==> src/rtl/i2c_bus_arbiter.sv <==
// rtl/i2c_bus_arbiter.sv - round-robin arbiter sharing one I2C transaction controller between two clients
//
// Latches the winning client's address, direction and write byte, strobes Go
// to the controller for one cycle, then waits for Done under a watchdog and
// returns status and read data to the winner.
//
// Ports:
//   clk_i, rst_i                        clock, asynchronous active-high reset
//   req_i[1:0]                          request per client (bit i = client i)
//   addr0_i/addr1_i, rw0_i/rw1_i,
//   wdata0_i/wdata1_i                   per-client address, direction (1=read), write byte
//   grant_o[1:0]                        one-hot bus owner, 0 when idle
//   rsp_done_o[1:0]                     one-cycle completion pulse on the owner's bit
//   rsp_ok_o, rsp_timeout_o, rsp_data_o response fields, valid with rsp_done_o
//   go_o                                one-cycle start strobe to the controller
//   ctl_addr_o, ctl_rw_o, ctl_wdata_o   latched transaction for the controller
//   ctl_done_i, ctl_ack_ok_i,
//   ctl_rd_data_i                       completion pulse, ACK status and read byte from the controller
module i2c_bus_arbiter #(
  parameter int TIMEOUT_CYCLES = 4096,
  parameter int TW             = 12
) (
  input  logic       clk_i,
  input  logic       rst_i,
  input  logic [1:0] req_i,
  input  logic [6:0] addr0_i,
  input  logic [6:0] addr1_i,
  input  logic       rw0_i,
  input  logic       rw1_i,
  input  logic [7:0] wdata0_i,
  input  logic [7:0] wdata1_i,
  output logic [1:0] grant_o,
  output logic [1:0] rsp_done_o,
  output logic       rsp_ok_o,
  output logic       rsp_timeout_o,
  output logic [7:0] rsp_data_o,
  output logic       go_o,
  output logic [6:0] ctl_addr_o,
  output logic       ctl_rw_o,
  output logic [7:0] ctl_wdata_o,
  input  logic       ctl_done_i,
  input  logic       ctl_ack_ok_i,
  input  logic [7:0] ctl_rd_data_i
);

  typedef enum logic [2:0] {
    S_IDLE,
    S_LATCH,
    S_LAUNCH,
    S_WAIT,
    S_COMPLETE
  } state_t;

  localparam logic [TW-1:0] TIMER_LAST = TW'(TIMEOUT_CYCLES - 1);

  state_t        state_q, state_d;
  logic [TW-1:0] timer_q, timer_d;
  logic          last_gnt_q, last_gnt_d;  // index of the last served client
  logic [1:0]    grant_q, grant_d;
  logic [1:0]    rsp_done_q, rsp_done_d;
  logic          rsp_ok_q, rsp_ok_d;
  logic          rsp_timeout_q, rsp_timeout_d;
  logic [7:0]    rsp_data_q, rsp_data_d;
  logic          go_q, go_d;
  logic [6:0]    ctl_addr_q, ctl_addr_d;
  logic          ctl_rw_q, ctl_rw_d;
  logic [7:0]    ctl_wdata_q, ctl_wdata_d;

  // Winner index: a lone requester wins; on a tie the client not served last wins.
  logic win_idx;
  always_comb begin
    win_idx = 1'b0;
    case (req_i)
      2'b10:   win_idx = 1'b1;
      2'b11:   win_idx = ~last_gnt_q;
      default: win_idx = 1'b0;
    endcase
  end

  always_comb begin
    state_d       = state_q;
    timer_d       = timer_q;
    last_gnt_d    = last_gnt_q;
    grant_d       = grant_q;
    rsp_done_d    = 2'b00;
    rsp_ok_d      = rsp_ok_q;
    rsp_timeout_d = rsp_timeout_q;
    rsp_data_d    = rsp_data_q;
    go_d          = 1'b0;
    ctl_addr_d    = ctl_addr_q;
    ctl_rw_d      = ctl_rw_q;
    ctl_wdata_d   = ctl_wdata_q;

    case (state_q)
      S_IDLE: begin
        grant_d = 2'b00;
        if (req_i != 2'b00) begin
          state_d     = S_LATCH;
          grant_d     = win_idx ? 2'b10 : 2'b01;
          ctl_addr_d  = win_idx ? addr1_i  : addr0_i;
          ctl_rw_d    = win_idx ? rw1_i    : rw0_i;
          ctl_wdata_d = win_idx ? wdata1_i : wdata0_i;
        end
      end
      S_LATCH: begin
        state_d = S_LAUNCH;
        go_d    = 1'b1;  // registered, so Go is high during LAUNCH
      end
      S_LAUNCH: begin
        state_d = S_WAIT;
        timer_d = '0;
      end
      S_WAIT: begin
        // Done is checked first so it wins over a simultaneous timeout.
        if (ctl_done_i) begin
          state_d       = S_COMPLETE;
          rsp_done_d    = grant_q;
          rsp_ok_d      = ctl_ack_ok_i;
          rsp_timeout_d = 1'b0;
          rsp_data_d    = ctl_rd_data_i;
        end else if (timer_q == TIMER_LAST) begin
          state_d       = S_COMPLETE;
          rsp_done_d    = grant_q;
          rsp_ok_d      = 1'b0;
          rsp_timeout_d = 1'b1;
          rsp_data_d    = 8'h00;
        end else begin
          timer_d = timer_q + 1'b1;
        end
      end
      S_COMPLETE: begin
        state_d       = S_IDLE;
        last_gnt_d    = grant_q[1];
        grant_d       = 2'b00;
        rsp_ok_d      = 1'b0;
        rsp_timeout_d = 1'b0;
        rsp_data_d    = 8'h00;
      end
      default: begin
        state_d = S_IDLE;
        grant_d = 2'b00;
      end
    endcase
  end

  always_ff @(posedge clk_i or posedge rst_i) begin
    if (rst_i) begin
      state_q       <= S_IDLE;
      timer_q       <= '0;
      last_gnt_q    <= 1'b1;
      grant_q       <= 2'b00;
      rsp_done_q    <= 2'b00;
      rsp_ok_q      <= 1'b0;
      rsp_timeout_q <= 1'b0;
      rsp_data_q    <= 8'h00;
      go_q          <= 1'b0;
      ctl_addr_q    <= 7'h00;
      ctl_rw_q      <= 1'b0;
      ctl_wdata_q   <= 8'h00;
    end else begin
      state_q       <= state_d;
      timer_q       <= timer_d;
      last_gnt_q    <= last_gnt_d;
      grant_q       <= grant_d;
      rsp_done_q    <= rsp_done_d;
      rsp_ok_q      <= rsp_ok_d;
      rsp_timeout_q <= rsp_timeout_d;
      rsp_data_q    <= rsp_data_d;
      go_q          <= go_d;
      ctl_addr_q    <= ctl_addr_d;
      ctl_rw_q      <= ctl_rw_d;
      ctl_wdata_q   <= ctl_wdata_d;
    end
  end

  assign grant_o       = grant_q;
  assign rsp_done_o    = rsp_done_q;
  assign rsp_ok_o      = rsp_ok_q;
  assign rsp_timeout_o = rsp_timeout_q;
  assign rsp_data_o    = rsp_data_q;
  assign go_o          = go_q;
  assign ctl_addr_o    = ctl_addr_q;
  assign ctl_rw_o      = ctl_rw_q;
  assign ctl_wdata_o   = ctl_wdata_q;

endmodule

==> config.mk <==
export PLATFORM = sky130hd
export DESIGN_NAME = i2c_bus_arbiter
export DESIGN_NICKNAME = d
export VERILOG_FILES = /design/src/rtl/i2c_bus_arbiter.sv
export SDC_FILE = /design/constraint.sdc
export NUM_CORES = 1
export LEC_CHECK = 0
export ABC_CLOCK_PERIOD_IN_PS = 2450
export CELL_PAD_IN_SITES_DETAIL_PLACEMENT = 0
export CELL_PAD_IN_SITES_GLOBAL_PLACEMENT = 1
export CORE_MARGIN = 2
export CORE_UTILIZATION = 34
export CTS_CLUSTER_DIAMETER = 120
export DETAILED_ROUTE_END_ITERATION = 7
export PLACE_DENSITY_LB_ADDON = 0.1
export SLEW_MARGIN = 10
export SYNTH_ARGS = -nofsm -noshare
export SYNTH_HDL_FRONTEND = slang
export SYNTH_SLANG_ARGS = --single-unit
==> constraint.sdc <==
create_clock -name clk_i -period 2.45 [get_ports clk_i]
set_clock_uncertainty 0.15 [all_clocks]
set_input_delay 0.49 -clock clk_i [delete_from_list [all_inputs] [get_ports clk_i]]
set_output_delay 0.49 -clock clk_i [all_outputs]
set_load 0.02 [all_outputs]
==> impl_metrics.toml, run 1 <==
[clocking]
cts_tree = "done"
clkTransAtPathRegs_ns = 0.09
numCtsBuffers = 5
clock-sinks = 47
cts.path.max_buffers = 2
post_cts_buffers = 0
htree_levels = 2
clk_latency_ns = 0.30
hold_buffers = 0
cts_resized = 0
clockRootBuffer = "clkbuf_8"

[critical_path]
worstPathRequired_ns = 2.50
path_cells = "ha_1 -> nand3_1 -> nor3_1 -> or3_1 -> o41ai_1"
slowest_stage = "or3_1"
reg2reg_setup_slack_ns = 0.36
critical_path.top_delay_family = "simple AND/OR/NAND/NOR gates"
cp_max_fo = 11
timing.rr.end = "timer_q[7]"
slowest_delay_ns = 0.58
reg2reg_depth = 5
end_kind = "flip-flop"
arrival_ns = 2.14
cp-start-kind = "flip-flop"
cp_num_buf_inv = 0
r2r_start = "timer_q[0]"
critPathKind = "reg -> reg"

[yosys]
yosysWarningCount = 0
yosysTopAreaCellShare = 0.502
muxShareOfSynthArea = 0.0747
ys_seq_area_frac = 0.513
synth-compound-area-share = 0.216
synth_ff_type = "dfrtp_1"
synth_edf_count = 0
syn-num-nets = 258
synth.distinct_cells = 44
synthTopCellsByArea = "dfrtp_1, mux2i_1, o21ai_1, nand2_1, o31ai_2"
async_flop_share = 1.00
syn_area_per_cell_um2 = 10.9
synthSimpleGateAreaFrac = 0.143
synth-xor-area-share = 0
synth_largest_area_cell = "dfrtp_1"
synth_area_um2 = 2290
synthAdderAreaFrac = 0.00545
synth_top_family_by_area = "compound AO/OA/AOI/OAI gates"
ys_ff_latch = 47
syn_inst = 211

[die]
core_um2 = 6420
rows = 29
die_w_um = 86.2
initial_utilization = 0.357
top_level_ports = 77
dieArea_um2 = 7420
die-height_um = 86.2

[final_layout]
layout-drive-gt1-share = 0.109
area_growth_pct = 42.7
nets = 330
stdcell_area_um2 = 3270
most-common-layout-cells = "clkdlybuf4s50_1, dfrtp_1, nand2_1"
antenna_cells = 0
fin_util = 0.510
layout_commonest_cell = "clkdlybuf4s50_1"

[route]
drt_pass1_iterations = 4
vias = 1843
viasPerCell = 5.11
avgRoutedWirePerCell_um = 14.7
drc_errors = 0
drtIter0Drc = 86
routed_wl_mm = 5.31
antenna_left = 0

[timing]
timing.final.ws_setup_ns = 0.356
period_share = 0.855
timing.final.hold_violations = 0
timing.fmax_ghz = 0.478
rsz0062_at_grt = "false"
worstMarginPinSlew_ns = 0.603
setup_violations = 0
setup-tns-final_ns = 0
finalMaxSlewViolations = 0
final.min_clock_period_ns = 2.09
max_slew_margin = 0.598

[global_routing]
grt_pass1_vias = 1873
grt_overflow_total = 0
antenna_found_initial = 0
grt_pass1_wl_mm = 9.07
grt_start_max_net_pins = 32
grt_use_total = 0.152

[status]
outcome = "finished, final reports clean"

[pwr]
power.leakage_nw = 1.45
ir_worst_vdd_mv = 0.599
total_power_w = 0.00341
power_density_nw_per_um2 = 1040

[placement]
dp_hpwl_mm = 3.80
post_dp_cell_area_um2 = 3140
post-place-ws_ns = 0.217
port-buffer-count = 76
gp_congestion = 0.766

[min_path]
min_path_type = "in -> async"

[flow_run]
max_cap_viol_count = 0
logic make-up (layout without fill, tap and decap cells):
kind of cell	count (synthesis)	count (layout)
AND/OR/NAND/NOR	58	58
buffers and inverters	21	94
multiplexers	17	17
flip-flops	47	47
adder cells (fa/ha/maj)	1	1
AO/OA/AOI/OAI	67	67
cells in the mapped netlist, types with 2 or more instances:
cell	n
o21ai_1	21
nor2_1	4
and3_1	4
inv_1	3
dfrtp_1	46
a21oi_1	4
buf_4	2
nand3_1	6
nor3_1	3
a31oi_1	4
and4_1	2
o31ai_2	7
mux2i_1	16
and2_1	3
o31ai_1	11
clkbuf_1	7
nand2_1	27
a22o_1	9
buf_2	6
buf_6	2
stage by stage:
stage / hold WS, ns / instances
after global placement: 0.315 / 353
final: 0.329 / 361
after floorplan: 0.333 / 211
after global routing: 0.368 / 361
after CTS: 0.333 / 361
after detailed placement: 0.325 / 353
worst max-delay path by stage:
stage                    start          to  slack [ns]  cells past startpoint
global placement    ctl_done_i  timer_q[7]        0.26                      3
finish              timer_q[0]  timer_q[7]        0.36                      5
CTS                 timer_q[0]  timer_q[7]        0.36                      5
detailed placement  ctl_done_i  timer_q[7]        0.22                      3
floorplan           timer_q[0]  timer_q[6]        0.63                      6
global route        timer_q[0]  timer_q[7]        0.21                      5
power by group:
group	leakage, nW	switching, W	total (W)	internal (W)
registers	0.608	0.000190	0.00123	0.00104
logic	0.773	0.000777	0.00150	0.000721
clock network	0.0644	0.000276	0.000683	0.000407
total	1.45	0.00124	0.00341	0.00217
per-layer routing:
| metal | wire, µm | global-route usage |
|---|---|---|
| met3 | 284 | 0.0443 |
| met5 | 0 | 0 |
| met4 | 47 | 0.0491 |
| met2 | 2470 | 0.236 |
| met1 | 2500 | 0.204 |
sequential cells by signal, indices dropped and copies added (netlist names):
signal,count
ctl_rw_o,1
ctl_wdata_o,8
go_o,1
rsp_done_o,2
rsp_data_o,8
rsp_timeout_o,1
timer_q,12
rsp_ok_o,1
last_gnt_q,1
state_q,3
grant_o,2
ctl_addr_o,7
cell type report:
cell class                      instances  area (µm²)
Inverter                                3        11.3
Multi-Input combinational cell        143        1010
Clock inverter                          3        67.6
Tap cell                               77        96.3
Clock buffer                            5        68.8
Sequential cell                        47        1180
Timing Repair Buffer                   83         838
Fill cell                             618        3150
Note: power is estimated with default switching activity, not from simulation.
==> run 2: changes to the inputs <==
- ABC_AREA: not set -> 1
- CORE_MARGIN: 2 -> not set
- CORE_UTILIZATION: 34 -> 33
==> impl_metrics.toml, run 2 <==
[route]
met2_length_mm = 2.83
route.met3.wl_um = 305
routed.top_layer = "met4"
antenna_left = 0
drt_pass1_iterations = 4
vias = 2159
routed_wl_mm = 5.87
drtIter0Drc = 129
drt-met1-wl_mm = 2.69
avgRoutedWirePerCell_um = 12.6
drc_errors = 0
viasPerCell = 4.62

[clocking]
cts_resized = 0
htree_levels = 2
numCtsBuffers = 5
cts_tree = "done"
clockRootBuffer = "clkbuf_8"
clk_latency_ns = 0.30
hold_buffers = 0
clkTransAtPathRegs_ns = 0.09
clock-sinks = 47
post_cts_buffers = 0
cts.path.max_buffers = 2

[final_layout]
fin_util = 0.488
largest_reg_flops = 12
most-common-layout-cells = "clkdlybuf4s50_1, nand2_1, nor2_1"
stdcell_area_um2 = 3370
largest-register = "timer_q"
multiInputGateArea_um2 = 1060
layout_commonest_cell = "clkdlybuf4s50_1"
seqCellArea_um2 = 1180
nFillCells = 709
layout-drive-gt1-share = 0.102
area_growth_pct = 40.4
antenna_cells = 0
nets = 417

[critical_path]
critPathLaunch = "rsp_data_o[2]"
slowest_stage = "clkdlybuf4s50_1"
critical_path.top_delay_family = "buffers and inverters"
arrival_ns = 1.30
slowest_delay_ns = 0.62
cp_max_fo = 2
cp-start-kind = "flip-flop"
end_kind = "primary output"
critPathKind = "reg -> out"
path_cells = "clkdlybuf4s50_1"
r2r_start = "timer_q[0]"
worstPathRequired_ns = 1.81
cp_num_buf_inv = 1

[yosys]
ys_top_cells_by_count = "nand2_1, nor2_1, dfrtp_1"
syn-num-nets = 340
syn_inst = 293
synthAdderAreaFrac = 0.00521
synth_edf_count = 0
synth_top_family_by_area = "simple AND/OR/NAND/NOR gates"
syn_area_per_cell_um2 = 8.19
yosysTopAreaCellShare = 0.480
synth_most_common_cell = "nand2_1"
synthSimpleGateAreaFrac = 0.357
synth-compound-area-share = 0.0813
synth_largest_area_cell = "dfrtp_1"
yosysWarningCount = 0
ys_ff_latch = 47
muxShareOfSynthArea = 0
synth_ff_type = "dfrtp_1"
synth-xor-area-share = 0
async_flop_share = 1.00
synth_area_um2 = 2400
ys_seq_area_frac = 0.491
synthTopCellsByArea = "dfrtp_1, nand2_1, nor2_1, nand3_1, o31ai_1"
synth.distinct_cells = 27

[global_routing]
grt_start_max_net_pins = 48
antenna_found_initial = 0
grt_overflow_total = 0
grt_pass1_wl_mm = 9.72
grt_pass1_vias = 2092
grt_use_total = 0.164

[die]
initial_utilization = 0.347
rows = 30
die-height_um = 87.3
core_um2 = 6910
dieArea_um2 = 7620
top_level_ports = 77
die_w_um = 87.3

[placement]
gp_congestion = 0.759
port-buffer-count = 76
dp_hpwl_mm = 4.05
post_dp_cell_area_um2 = 3260

[timing]
final.min_clock_period_ns = 1.94
worstMarginPinSlew_ns = 0.569
finalMaxSlewViolations = 0
setup_violations = 0
timing.final.hold_violations = 0
rsz0062_at_grt = "false"
timing.fmax_ghz = 0.515
period_share = 0.792
setup-tns-final_ns = 0
whs_ns = 0.335
max_slew_margin = 0.620

[pwr]
internal_power_w = 0.00206
seqPwrFrac = 0.354
ir_worst_vdd_mv = 0.402
switching_share = 0.399
power.leakage_nw = 1.52
p_sw_w = 0.00137
p_clk_frac = 0.167
combPwrFrac = 0.479
power_density_nw_per_um2 = 1020

[status]
outcome = "finished, final reports clean"

[min_path]
worstHoldStart = "ctl_addr_o[5]"
min_path_type = "reg -> reg"

[flow_run]
max_cap_viol_count = 0
run 2: changes by cell type in the layout (fill, tap and decap cells not counted), sizes merged, moves of 16 or more:
| cell | previous run | this run |
|---|---|---|
| inv | 3 | 22 |
| mux2i | 16 | 0 |
| nor2 | 4 | 55 |
| nand3 | 6 | 41 |
| o21ai | 22 | 4 |
| nand2 | 27 | 80 |
run 2: metal layers:
layer  global-route usage  vias to the layer above
met1                0.218                      996
met5                    0                        -
met4               0.0402                        0
li1                     -                     1109
met3               0.0379                        5
met2                0.271                       49
run 2: cell families (layout without fill, tap and decap cells):
family / count (synthesis) / in the layout
flops: 47 / 47
simple gates: 182 / 182
fa+ha+maj: 1 / 1
compound gates: 29 / 29
buf+inv: 34 / 112
run 2: worst paths after layout:
| path | slack, ns | endpoint | depth (start not counted) |
|---|---|---|---|
| setup / recovery | 0.51 | rsp_data_o[2] | 1 |
| hold / removal | 0.34 | ctl_addr_o[5] | 2 |
| setup reg to reg | 0.64 | rsp_timeout_o | 9 |
| hold reg to reg | 0.34 | ctl_addr_o[5] | 2 |
| max in group asynchronous | 1.46 | last_gnt_q | 3 |
| min in group asynchronous | 0.39 | timer_q[1] | 3 |
run 2: layout make-up:
cell class,instances,area share
clock buffers,7,0.0227
clock inverters,1,0.00891
inverters,22,0.0245
multi-input cells,212,0.316
flip-flops and latches,47,0.349
well taps,96,0.0356
repair buffers,82,0.243
run 2: power by group through the flow:
stage / clock network [W] / registers (W) / logic [W]
global route: 0.000624 / 0.00125 / 0.00181
global placement: 0 / 0.00124 / 0.00165
CTS: 0.000592 / 0.00122 / 0.00168
detailed placement: 0 / 0.00123 / 0.00168
finish: 0.000573 / 0.00122 / 0.00165
floorplan: 0 / 0.00148 / 0.000724
run 2: stage by stage:
step	total power [W]	instances	setup WS, ns
2_1_floorplan	0.00221	293	0.696
3_3_place_gp	0.00289	459	0.456
3_5_place_dp	0.00290	459	0.397
4_1_cts	0.00349	467	0.491
5_1_grt	0.00368	467	0.444
6_report	0.00344	467	0.510
